$ cat config.mk
export PLATFORM = sky130hd
export DESIGN_NAME = multi_core_pmu
export DESIGN_NICKNAME = d
export VERILOG_FILES = /design/src/rtl/multi_core_pmu.sv
export SDC_FILE = /design/constraint.sdc
export NUM_CORES = 2
export LEC_CHECK = 0
export ABC_AREA = 1
export CAP_MARGIN = 30
export CORE_ASPECT_RATIO = 0.5
export CORE_MARGIN = 4
export CORE_UTILIZATION = 40
export CTS_CLUSTER_SIZE = 40
export DETAILED_ROUTE_END_ITERATION = 8
export PLACE_DENSITY_LB_ADDON = 0.1
export SYNTH_ARGS = -nofsm -noshare
export SYNTH_HDL_FRONTEND = slang
export SYNTH_SLANG_ARGS = --single-unit
$ cat constraint.sdc
create_clock -name clk_i -period 4.55 [get_ports clk_i]
set_input_delay 0.455 -clock clk_i [delete_from_list [all_inputs] [get_ports clk_i]]
set_output_delay 0.455 -clock clk_i [all_outputs]
set_load 0.01 [all_outputs]
$ cat src/rtl/multi_core_pmu.sv
// Programmable performance-monitoring unit: per-counter event and core-mask selection,
// wrap or saturate counting, sticky overflow interrupt and windowed snapshots.
module multi_core_pmu #(
    parameter int NUM_CORES    = 4,
    parameter int NUM_COUNTERS = 8,
    parameter int CNT_WIDTH    = 32,
    parameter int WIN_WIDTH    = 32
) (
    input  logic                 clk_i,
    input  logic                 rst_ni,
    input  logic [NUM_CORES-1:0] core_active_i,
    input  logic [NUM_CORES-1:0] instruction_retired_i,
    input  logic [NUM_CORES-1:0] pipeline_stall_i,
    input  logic [NUM_CORES-1:0] branch_mispredicted_i,
    input  logic [NUM_CORES-1:0] l1_icache_miss_i,
    input  logic [NUM_CORES-1:0] l1_dcache_miss_i,
    input  logic                 cfg_we_i,
    input  logic                 cfg_re_i,
    input  logic [7:0]           cfg_addr_i,
    input  logic [31:0]          cfg_wdata_i,
    output logic [31:0]          cfg_rdata_o,
    output logic                 cfg_rvalid_o,
    output logic                 window_done_o,
    output logic                 irq_o
);
    localparam int SUM_W = CNT_WIDTH + 1;
    localparam int INC_W = $clog2(NUM_CORES + 1);

    logic                    global_en, auto_clear, freeze_on_ovf;
    logic [WIN_WIDTH-1:0]    winlen, timer;
    logic [NUM_COUNTERS-1:0] status, irqen, ctrl_en, ctrl_sat;
    logic [2:0]              ctrl_evsel [NUM_COUNTERS];
    logic [NUM_CORES-1:0]    ctrl_mask  [NUM_COUNTERS];
    logic [CNT_WIDTH-1:0]    live       [NUM_COUNTERS];
    logic [CNT_WIDTH-1:0]    snap       [NUM_COUNTERS];

    logic [NUM_CORES-1:0]    events     [8];
    logic [CNT_WIDTH-1:0]    post_inc   [NUM_COUNTERS];
    logic [CNT_WIDTH-1:0]    live_wdata;
    logic [NUM_COUNTERS-1:0] ovf_set, ctrl_wr, live_wr;
    logic [INC_W-1:0]        inc;
    logic [SUM_W-1:0]        sum;
    logic                    frozen, win_run, terminal;
    logic                    wr_gctrl, wr_winlen, wr_status, wr_irqen;
    logic [31:0]             rd_data;

    // Register port: a write commits on the clock edge where cfg_we_i is high. A cfg_re_i
    // cycle returns the pre-write register state one cycle later with cfg_rvalid_o high for
    // exactly that one cycle; cfg_rdata_o holds between reads. There is no back-pressure.
    always_comb begin
        wr_gctrl   = cfg_we_i && (cfg_addr_i == 8'h00);
        wr_winlen  = cfg_we_i && (cfg_addr_i == 8'h01);
        wr_status  = cfg_we_i && (cfg_addr_i == 8'h02);
        wr_irqen   = cfg_we_i && (cfg_addr_i == 8'h03);
        live_wdata = cfg_wdata_i[CNT_WIDTH-1:0];
        for (int i = 0; i < NUM_COUNTERS; i++) begin
            ctrl_wr[i] = cfg_we_i && (cfg_addr_i == 8'(16 + i));
            live_wr[i] = cfg_we_i && (cfg_addr_i == 8'(32 + i));
        end
    end

    always_comb begin
        events[0] = core_active_i;
        events[1] = instruction_retired_i;
        events[2] = pipeline_stall_i;
        events[3] = branch_mispredicted_i;
        events[4] = l1_icache_miss_i;
        events[5] = l1_dcache_miss_i;
        events[6] = '0;
        events[7] = '0;
    end

    // The extra sum bit is the carry-out in wrap mode and the clamp flag in saturate mode.
    always_comb begin
        frozen   = freeze_on_ovf && (|status);
        win_run  = global_en && (winlen != '0);
        terminal = win_run && (timer == winlen - WIN_WIDTH'(1));
        ovf_set  = '0;
        inc      = '0;
        sum      = '0;
        for (int i = 0; i < NUM_COUNTERS; i++) begin
            inc = '0;
            for (int c = 0; c < NUM_CORES; c++) begin
                inc = inc + INC_W'(events[ctrl_evsel[i]][c] & ctrl_mask[i][c]);
            end
            if (global_en && ctrl_en[i] && !frozen) begin
                sum = {1'b0, live[i]} + SUM_W'(inc);
            end else begin
                sum = {1'b0, live[i]};
            end
            post_inc[i] = (ctrl_sat[i] && sum[CNT_WIDTH]) ? '1 : sum[CNT_WIDTH-1:0];
            ovf_set[i]  = sum[CNT_WIDTH] && !live_wr[i];
        end
    end

    always_comb begin
        rd_data = '0;
        case (cfg_addr_i)
            8'h00:   rd_data[2:0] = {freeze_on_ovf, auto_clear, global_en};
            8'h01:   rd_data = 32'(winlen);
            8'h02:   rd_data = 32'(status);
            8'h03:   rd_data = 32'(irqen);
            default: ;
        endcase
        for (int i = 0; i < NUM_COUNTERS; i++) begin
            if (cfg_addr_i == 8'(16 + i)) begin
                rd_data[0]               = ctrl_en[i];
                rd_data[1]               = ctrl_sat[i];
                rd_data[4:2]             = ctrl_evsel[i];
                rd_data[8 +: NUM_CORES]  = ctrl_mask[i];
            end
            if (cfg_addr_i == 8'(32 + i)) rd_data = 32'(live[i]);
            if (cfg_addr_i == 8'(48 + i)) rd_data = 32'(snap[i]);
        end
    end

    always_ff @(posedge clk_i or negedge rst_ni) begin
        if (!rst_ni) begin
            global_en     <= 1'b0;
            auto_clear    <= 1'b0;
            freeze_on_ovf <= 1'b0;
            winlen        <= '0;
            timer         <= '0;
            status        <= '0;
            irqen         <= '0;
            ctrl_en       <= '0;
            ctrl_sat      <= '0;
            cfg_rdata_o   <= '0;
            cfg_rvalid_o  <= 1'b0;
            window_done_o <= 1'b0;
            for (int i = 0; i < NUM_COUNTERS; i++) begin
                ctrl_evsel[i] <= '0;
                ctrl_mask[i]  <= '0;
                live[i]       <= '0;
                snap[i]       <= '0;
            end
        end else begin
            cfg_rvalid_o  <= cfg_re_i;
            window_done_o <= terminal;
            if (cfg_re_i)  cfg_rdata_o <= rd_data;
            if (wr_gctrl)  {freeze_on_ovf, auto_clear, global_en} <= cfg_wdata_i[2:0];
            if (wr_winlen) winlen <= cfg_wdata_i[WIN_WIDTH-1:0];
            if (wr_irqen)  irqen <= cfg_wdata_i[NUM_COUNTERS-1:0];
            // A fresh overflow beats a same-cycle write-1-to-clear.
            status <= (status & ~({NUM_COUNTERS{wr_status}} & cfg_wdata_i[NUM_COUNTERS-1:0]))
                      | ovf_set;
            if (wr_winlen) begin
                timer <= '0;
            end else if (win_run) begin
                timer <= terminal ? '0 : timer + WIN_WIDTH'(1);
            end
            for (int i = 0; i < NUM_COUNTERS; i++) begin
                if (ctrl_wr[i]) begin
                    ctrl_en[i]    <= cfg_wdata_i[0];
                    ctrl_sat[i]   <= cfg_wdata_i[1];
                    ctrl_evsel[i] <= cfg_wdata_i[4:2];
                    ctrl_mask[i]  <= cfg_wdata_i[8 +: NUM_CORES];
                end
                if (live_wr[i]) begin
                    live[i] <= live_wdata;
                end else if (terminal && auto_clear) begin
                    live[i] <= '0;
                end else begin
                    live[i] <= post_inc[i];
                end
                if (terminal) snap[i] <= live_wr[i] ? live_wdata : post_inc[i];
            end
        end
    end

    assign irq_o = |(status & irqen);

endmodule

After elaboration in Yosys (flattened, before gate mapping)
Index checks and enable logic that the tools add are counted.
- output and inout port bits: 35
- register bits after elaboration: 701
- bits in latches: 0
- memory bits (writable): 0
- ROM bits: 0
- memories kept: 0
- divide/modulo/power cells: 0
- shifts and indexed selects: 0
- add/subtract/negate cells: 34
- $mul: 0
- equal/unequal tests: 28
- $lt $le $gt $ge: 8
- bitwise operators: 45
- mux-type cells: 101
- reductions and logical operators: 70
- operators by type and width (kind ; count):
    two-way mux 32 bit ; 51
    adder 32 x 3 -> 33 bit ; 8
    two-way mux 33 bit ; 8
    equality test 8 x 6 -> 1 bit (second input constant) ; 16
    binary-select mux 4 bit (select 3 bit) ; 8
    two-way mux 4 bit ; 24
    case mux 29 bit (3 select lines) ; 1
    equality test 8 x 5 -> 1 bit (second input constant) ; 8
    logical AND 1 bit ; 56
    two-way mux 5 bit ; 8
    adder 32 x 1 -> 32 bit (second input constant) ; 1
    AND 1 bit ; 32
    equality test 32 bit ; 1
    >= comparator 4 bit (second input constant) ; 8
    NOT 3 -> 4 bit ; 8
    nonzero test 32 bit ; 1
    subtractor 32 x 1 -> 32 bit (second input constant) ; 1
    adder 2 x 1 -> 3 bit ; 8
    adder 3 x 1 -> 3 bit ; 8
    AND 8 bit ; 3
    adder 1 x 1 -> 2 bit ; 8
    equality test 8 x 2 -> 1 bit (second input constant) ; 2
    OR reduction 8 bit ; 2
    case mux 3 bit (4 select lines) ; 1
    other kinds (6) ; 14

Logic depth before layout (Yosys ltp)
- depth after elaboration: 26
- gate-level depth with buffers: 27
- mapped depth without buffers: 27

Worst setup path after synthesis
No wires, ideal clock.
- kind: register -> register
- start point: reg ctrl_evsel[3] in the netlist's numbering
- end point: reg snap[39] in the netlist's numbering
- library setup time: 0.076 ns
- required time: 4.474 ns
- slack: 0.228 ns
- cell stages (with the launch flop): 27
- data arrival time: 4.246 ns
- cells stage by stage: dfrtp_1 > clkbuf_1 > clkbuf_1 > o21ai_0 > o21ai_0 > nand2_1 > o21ai_0 > nand2_1 > fa_1 > inv_1 > fa_1 > inv_1 > fa_1 > nor3_1 > nand2_1 > nor2_1 > nand3_1 > nor2_2 > nand2_2 > nor3_4 > nand2_1 > nor3b_2 > nand2_1 > buf_2 > o21ai_0 > a21oi_1 > o21ai_1
- word-level cells in the longest chain between the ends: 13
- elaborated cells between the ends (all ways): 16
- those cells by class: add/sub: 4; mux: 6; bitwise: 5; reduce/logical: 1
- ends and longest elaborated chain (item ; line ; RTL):
    start: declaration ; 32 ; logic [2:0] ctrl_evsel [NUM_COUNTERS];
    start signal: indexed assignment ; 156 ; ctrl_evsel[i] <= cfg_wdata_i[4:2];
    NOT 3 -> 4 bit (not written as such) * ; 84 ; inc = inc + INC_W'(events[ctrl_evsel[i]][c] & ctrl_mask[i][c]);
    binary-select mux 4 bit (select 3 bit) * ; 84 ;
    two-way mux 4 bit (not written as such) * (2 in series) ; 84 ;
    AND 1 bit ; 84 ;
    adder 1 x 1 -> 2 bit ; 84 ;
    adder 2 x 1 -> 3 bit ; 84 ;
    adder 3 x 1 -> 3 bit * ; 84 ;
    adder 32 x 3 -> 33 bit * ; 87 ; sum = {1'b0, live[i]} + SUM_W'(inc);
    two-way mux 33 bit * ; 86 ; if (global_en && ctrl_en[i] && !frozen) begin
    logical AND 1 bit ; 91 ; post_inc[i] = (ctrl_sat[i] && sum[CNT_WIDTH]) ? '1 : sum[CNT_WIDTH-1:0];
    two-way mux 32 bit * ; 91 ;
    two-way mux 32 bit * ; 166 ; if (terminal) snap[i] <= live_wr[i] ? live_wdata : post_inc[i];
    end signal: indexed assignment ; 166 ;
    end: declaration ; 35 ; logic [CNT_WIDTH-1:0] snap [NUM_COUNTERS];
Every way passes the cells marked *; elsewhere a longest branch is shown, timed or not. The select of a mux whose other input is x is not followed.
A chain may end at the register's enable or synchronous reset.

Worst setup path in the final report
- start point: reg ctrl_evsel[21] in the netlist's numbering
- end point: reg snap[244] in the netlist's numbering
Same word-level chain as after synthesis.

==> results.txt <==
----------------------------------------------------
[Status]
  Status ... complete, no violations

[Floorplanning]
  Core ar. ... 0.108 sq mm
  # rows ... 85
  Y dimension of the die ... 242 microns
  Initial core utilization ... 0.405
  Die width ... 475 microns
  IO Pins ... 103
  Die Outline Area ... 0.115 sq mm

[Timing]
  Max-Slew Margin vs Limit ... 0.276
  Endpoints failing hold ... 0
  Clock skew after layout ... 29.6 ps
  Final clock period utilization by the worst path ... 0.969
  Max Freq ... 0.227 GHz
  Post-layout min period ... 4410 ps
  Worst hold slack ... 299 ps
  Total setup violations reported at the end of the flow ... 0
  Number of pins with negative max-slew slack in the final report ... 0
  Transition time at the pin with the least slew margin ... 1090 ps

[Yosys]
  Synthesized cell area ... 0.0436 sq mm
  Number of warning messages in the yosys log ... 0
  Share of synthesized cell area in full adder, half adder and majority cells ... 0.0142
  Post-synth ARST share ... 1.00
  Sequential-to-total area share from yosys stat ... 0.402
  Mapped Nets ... 6394
  Portion of synthesized cell area occupied by the leading cell type ... 0.402
  Number of enable flip-flop cells after synthesis ... 0
  Combinational family with the most area after synthesis ... simple AND/OR/NAND/NOR gates
  Parity-gate share of the synthesized area counting xor and xnor cells ... 0.0406
  Mean Syn Cell Area ... 6.93 sq um
  Leading cell types by count after synthesis ... 1474 x sky130_fd_sc_hd__nand2_1, 1168 x sky130_fd_sc_hd__nor2_1, 701 x sky130_fd_sc_hd__dfrtp_1
  Biggest area contributors in the synthesized netlist ... sky130_fd_sc_hd__dfrtp_1 40%, sky130_fd_sc_hd__nand2_1 13%, sky130_fd_sc_hd__nor2_1 10%
  Synth Instances ... 6291
  Portion of netlist area occupied by mux cells ... 0
  Number of storage elements in the synthesis netlist ... 701
  Cell taking the most area after synthesis ... sky130_fd_sc_hd__dfrtp_1
  Most frequent cell after synthesis ... sky130_fd_sc_hd__nand2_1
  Ys flop type ... sky130_fd_sc_hd__dfrtp_1
  Complex-gate fraction of the synthesized area ... 0.152
  Synthesized-area fraction occupied by and/or/nand/nor cells ... 0.315
  Yosys cell types ... 60

[GRT]
  Number of global-route vias before repair ... 41.7k
  Initial antenna violation count ... 8
  Pin count of the biggest net entering global routing ... 139
  First-pass GRT wire length ... 260000 microns
  Overall track demand over capacity in global routing ... 0.296
  Global-route congestion overflow total ... 0

[Layout]
  Area of the multi-input gates ... 0.0232 sq mm
  Number of inserted filler cells in the final layout ... 11.0k
  Layout Utilization ... 0.479
  Fraction of final layout cells sized beyond drive strength 1 ... 0.110
  Area used by sequential logic in the layout ... 0.0176 sq mm
  Area growth from synthesis to final layout ... 18.5%
  Final non-filler cell area ... 0.0517 sq mm
  Total Nets Final ... 6703

[Placement]
  RD Place Congestion ... 0.945
  Number of buffers inserted by port buffering ... 102
  Estimated wirelength of the detail-placed design ... 131000 microns
  Post-placement cell area ... 0.0486 sq mm

[Power]
  Post-layout power ... 0.0155 W
  Worst ir drop on vdd ... 0.000271 V
  LEAKAGE ... 24.3 nW
  Pwr dens ... 300 mW/mm^2

[Setup path]
  Critical Path Max Stage Delay ... 450 ps
  Path type of the worst setup path ... flip-flop to flip-flop
  Library cell appearing most often on the critical path ... sky130_fd_sc_hd__inv_1
  Arrival time of data at the critical path endpoint ... 4950 ps
  Data required time of the worst path ... 5090 ps
  Slowest-stage cell, CP ... sky130_fd_sc_hd__dfrtp_2
  CP Launch Type ... flip-flop
  Kind of end point of the critical path ... flip-flop
  Max FO, Critical Path ... 6

[Run]
  Total of max-cap violations ... 0

[Clock tree]
  Clk_lat worst skew ... 680 ps
  Clock-pin transition on the worst setup and hold timing paths ... 60 ps
  Number of clock sinks ... 701
  Root buffer selected by CTS ... sky130_fd_sc_hd__clkbuf_16
  Clock H-tree levels ... 3
  Maximum count of clock buffers along a single path ... 3
  CTS tree ... built
  Number of buffers created by CTS ... 74

[Route]
  Average wire length per cell after detail routing ... 21.5 microns
  Number of violations reported at the end of detailed-routing iteration 0 ... 4518
  Routed WL ... 174000 microns
  DRC violation count after routing ... 0
  Detailed-route vias per instance ... 5.47
  Number of iterations in the first detailed-routing pass ... 5
  Count of nets left with antenna violations after detail routing ... 0
  Routed vias ... 44.3k

[Hold path]
  Tightest Hold Check Type ... primary input to flip-flop

----------------------------------------------------
==> power by group <==
group	total (W)	internal (W)	leakage (nW)	switching, W
Combinational	0.00217	0.000788	14.9	0.00139
Sequential	0.00697	0.00654	8.24	0.000435
Clock	0.00636	0.00354	1.21	0.00282
Total	0.0155	0.0109	24.3	0.00464
==> registers in the layout (all words and copies together), names as in the netlist <==
signal / count
auto_clear: 1
cfg_rdata_o: 32
cfg_rvalid_o: 1
ctrl_en: 8
ctrl_evsel: 24
ctrl_mask: 32
ctrl_sat: 8
freeze_on_ovf: 1
global_en: 1
irqen: 8
live: 256
snap: 256
status: 8
timer: 32
window_done_o: 1
winlen: 32
==> metrics by stage <==
| stage | setup TNS (ps) | std cells | worst slack (ps) |
|---|---|---|---|
| after floorplan | 0 | 6291 | 228 |
| after global placement | -172970 | 7922 | -861 |
| after detailed placement | -185140 | 7933 | -802 |
| after CTS | 0 | 8078 | 6.92 |
| after global routing | -223 | 8093 | -73.0 |
| final | 0 | 8098 | 142 |
==> worst max-delay path: cells and delay by family (launching register included) <==
| kind | cells | cell delay (ps) |
|---|---|---|
| compound gates | 5 | 690 |
| xor+xnor | 1 | 100 |
| fa+ha+maj | 3 | 1050 |
| buf+inv | 7 | 670 |
| flops | 1 | 450 |
| simple gates | 10 | 1300 |
==> path summary, 6_finish.rpt <==
check / start / to / slack, ps / depth (start not counted)
worst max-delay path: ctrl_evsel[21] / snap[244] / 140 / 26
worst min-delay path: cfg_re_i / cfg_rvalid_o / 300 / 2
worst max register to register: ctrl_evsel[21] / snap[244] / 140 / 26
worst min register to register: cfg_rdata_o[0] / cfg_rdata_o[0] / 480 / 2
max in group asynchronous: rst_ni / snap[32] / 2780 / 3
min in group asynchronous: rst_ni / live[247] / 480 / 2
==> layout make-up <==
class	count	area share
tap	1435	0.0347
sequential	701	0.340
clock inverter	27	0.00581
timing repair buffer	527	0.0919
antenna	5	0.000242
inverter	517	0.0376
clock buffer	107	0.0416
multi-input combinational	4779	0.448
==> timing repair <==
action / CTS / global route
buffers inserted: 10 / 15
resized for setup: 31 / 104
pin swaps: 9 / 21
hold buffers: 1 / 0
hold endpoints to repair: 83 / 0
endpoints found under the setup margin: 110 / 361
==> metal layers <==
metal,track usage,up-vias,part of all wire
met2,0.443,1579,0.43
met5,0,-,0
met4,0.0607,0,0.020
met3,0.0466,208,0.076
li1,-,21200,-
met1,0.449,21300,0.47
==> logic make-up (layout without fill, tap and decap cells) <==
kind of cell,after synthesis,in the layout
flip-flops,701,701
buffers and inverters,811,1178
AND/OR/NAND/NOR,3300,3300
XOR/XNOR,202,202
other,0,5
AO/OA/AOI/OAI,1242,1242
adder cells (fa/ha/maj),35,35
==> layout by cell type, fill, tap and decap left out, types with 8 or more instances in the layout <==
cell	instances
sky130_fd_sc_hd__xor2_1	149
sky130_fd_sc_hd__nor2_1	1136
sky130_fd_sc_hd__buf_4	380
sky130_fd_sc_hd__clkbuf_16	76
sky130_fd_sc_hd__or2_2	42
sky130_fd_sc_hd__nand2_2	8
sky130_fd_sc_hd__clkbuf_1	18
sky130_fd_sc_hd__inv_2	16
sky130_fd_sc_hd__fa_1	19
sky130_fd_sc_hd__nor3_2	14
sky130_fd_sc_hd__a21boi_0	23
sky130_fd_sc_hd__nand3b_1	17
sky130_fd_sc_hd__clkinv_2	14
sky130_fd_sc_hd__a21oi_1	381
sky130_fd_sc_hd__nor4_1	26
sky130_fd_sc_hd__ha_1	11
sky130_fd_sc_hd__a31oi_1	23
sky130_fd_sc_hd__o21ai_1	263
sky130_fd_sc_hd__nor2_4	8
sky130_fd_sc_hd__nand3_2	8
sky130_fd_sc_hd__clkbuf_8	13
sky130_fd_sc_hd__dfrtp_1	686
sky130_fd_sc_hd__buf_12	33
sky130_fd_sc_hd__clkdlybuf4s50_1	100
sky130_fd_sc_hd__o211ai_1	46
sky130_fd_sc_hd__o21ai_0	410
sky130_fd_sc_hd__nand2_1	1470
sky130_fd_sc_hd__nor2_2	34
sky130_fd_sc_hd__nor3_1	109
sky130_fd_sc_hd__nand3_1	243
sky130_fd_sc_hd__nor3_4	8
sky130_fd_sc_hd__clkinv_1	21
sky130_fd_sc_hd__o22ai_1	32
sky130_fd_sc_hd__xnor2_1	53
sky130_fd_sc_hd__o2111ai_1	20
sky130_fd_sc_hd__nand4_1	141
sky130_fd_sc_hd__inv_1	479
sky130_fd_sc_hd__dfrtp_2	15
Power figures use the tool's default switching activity.
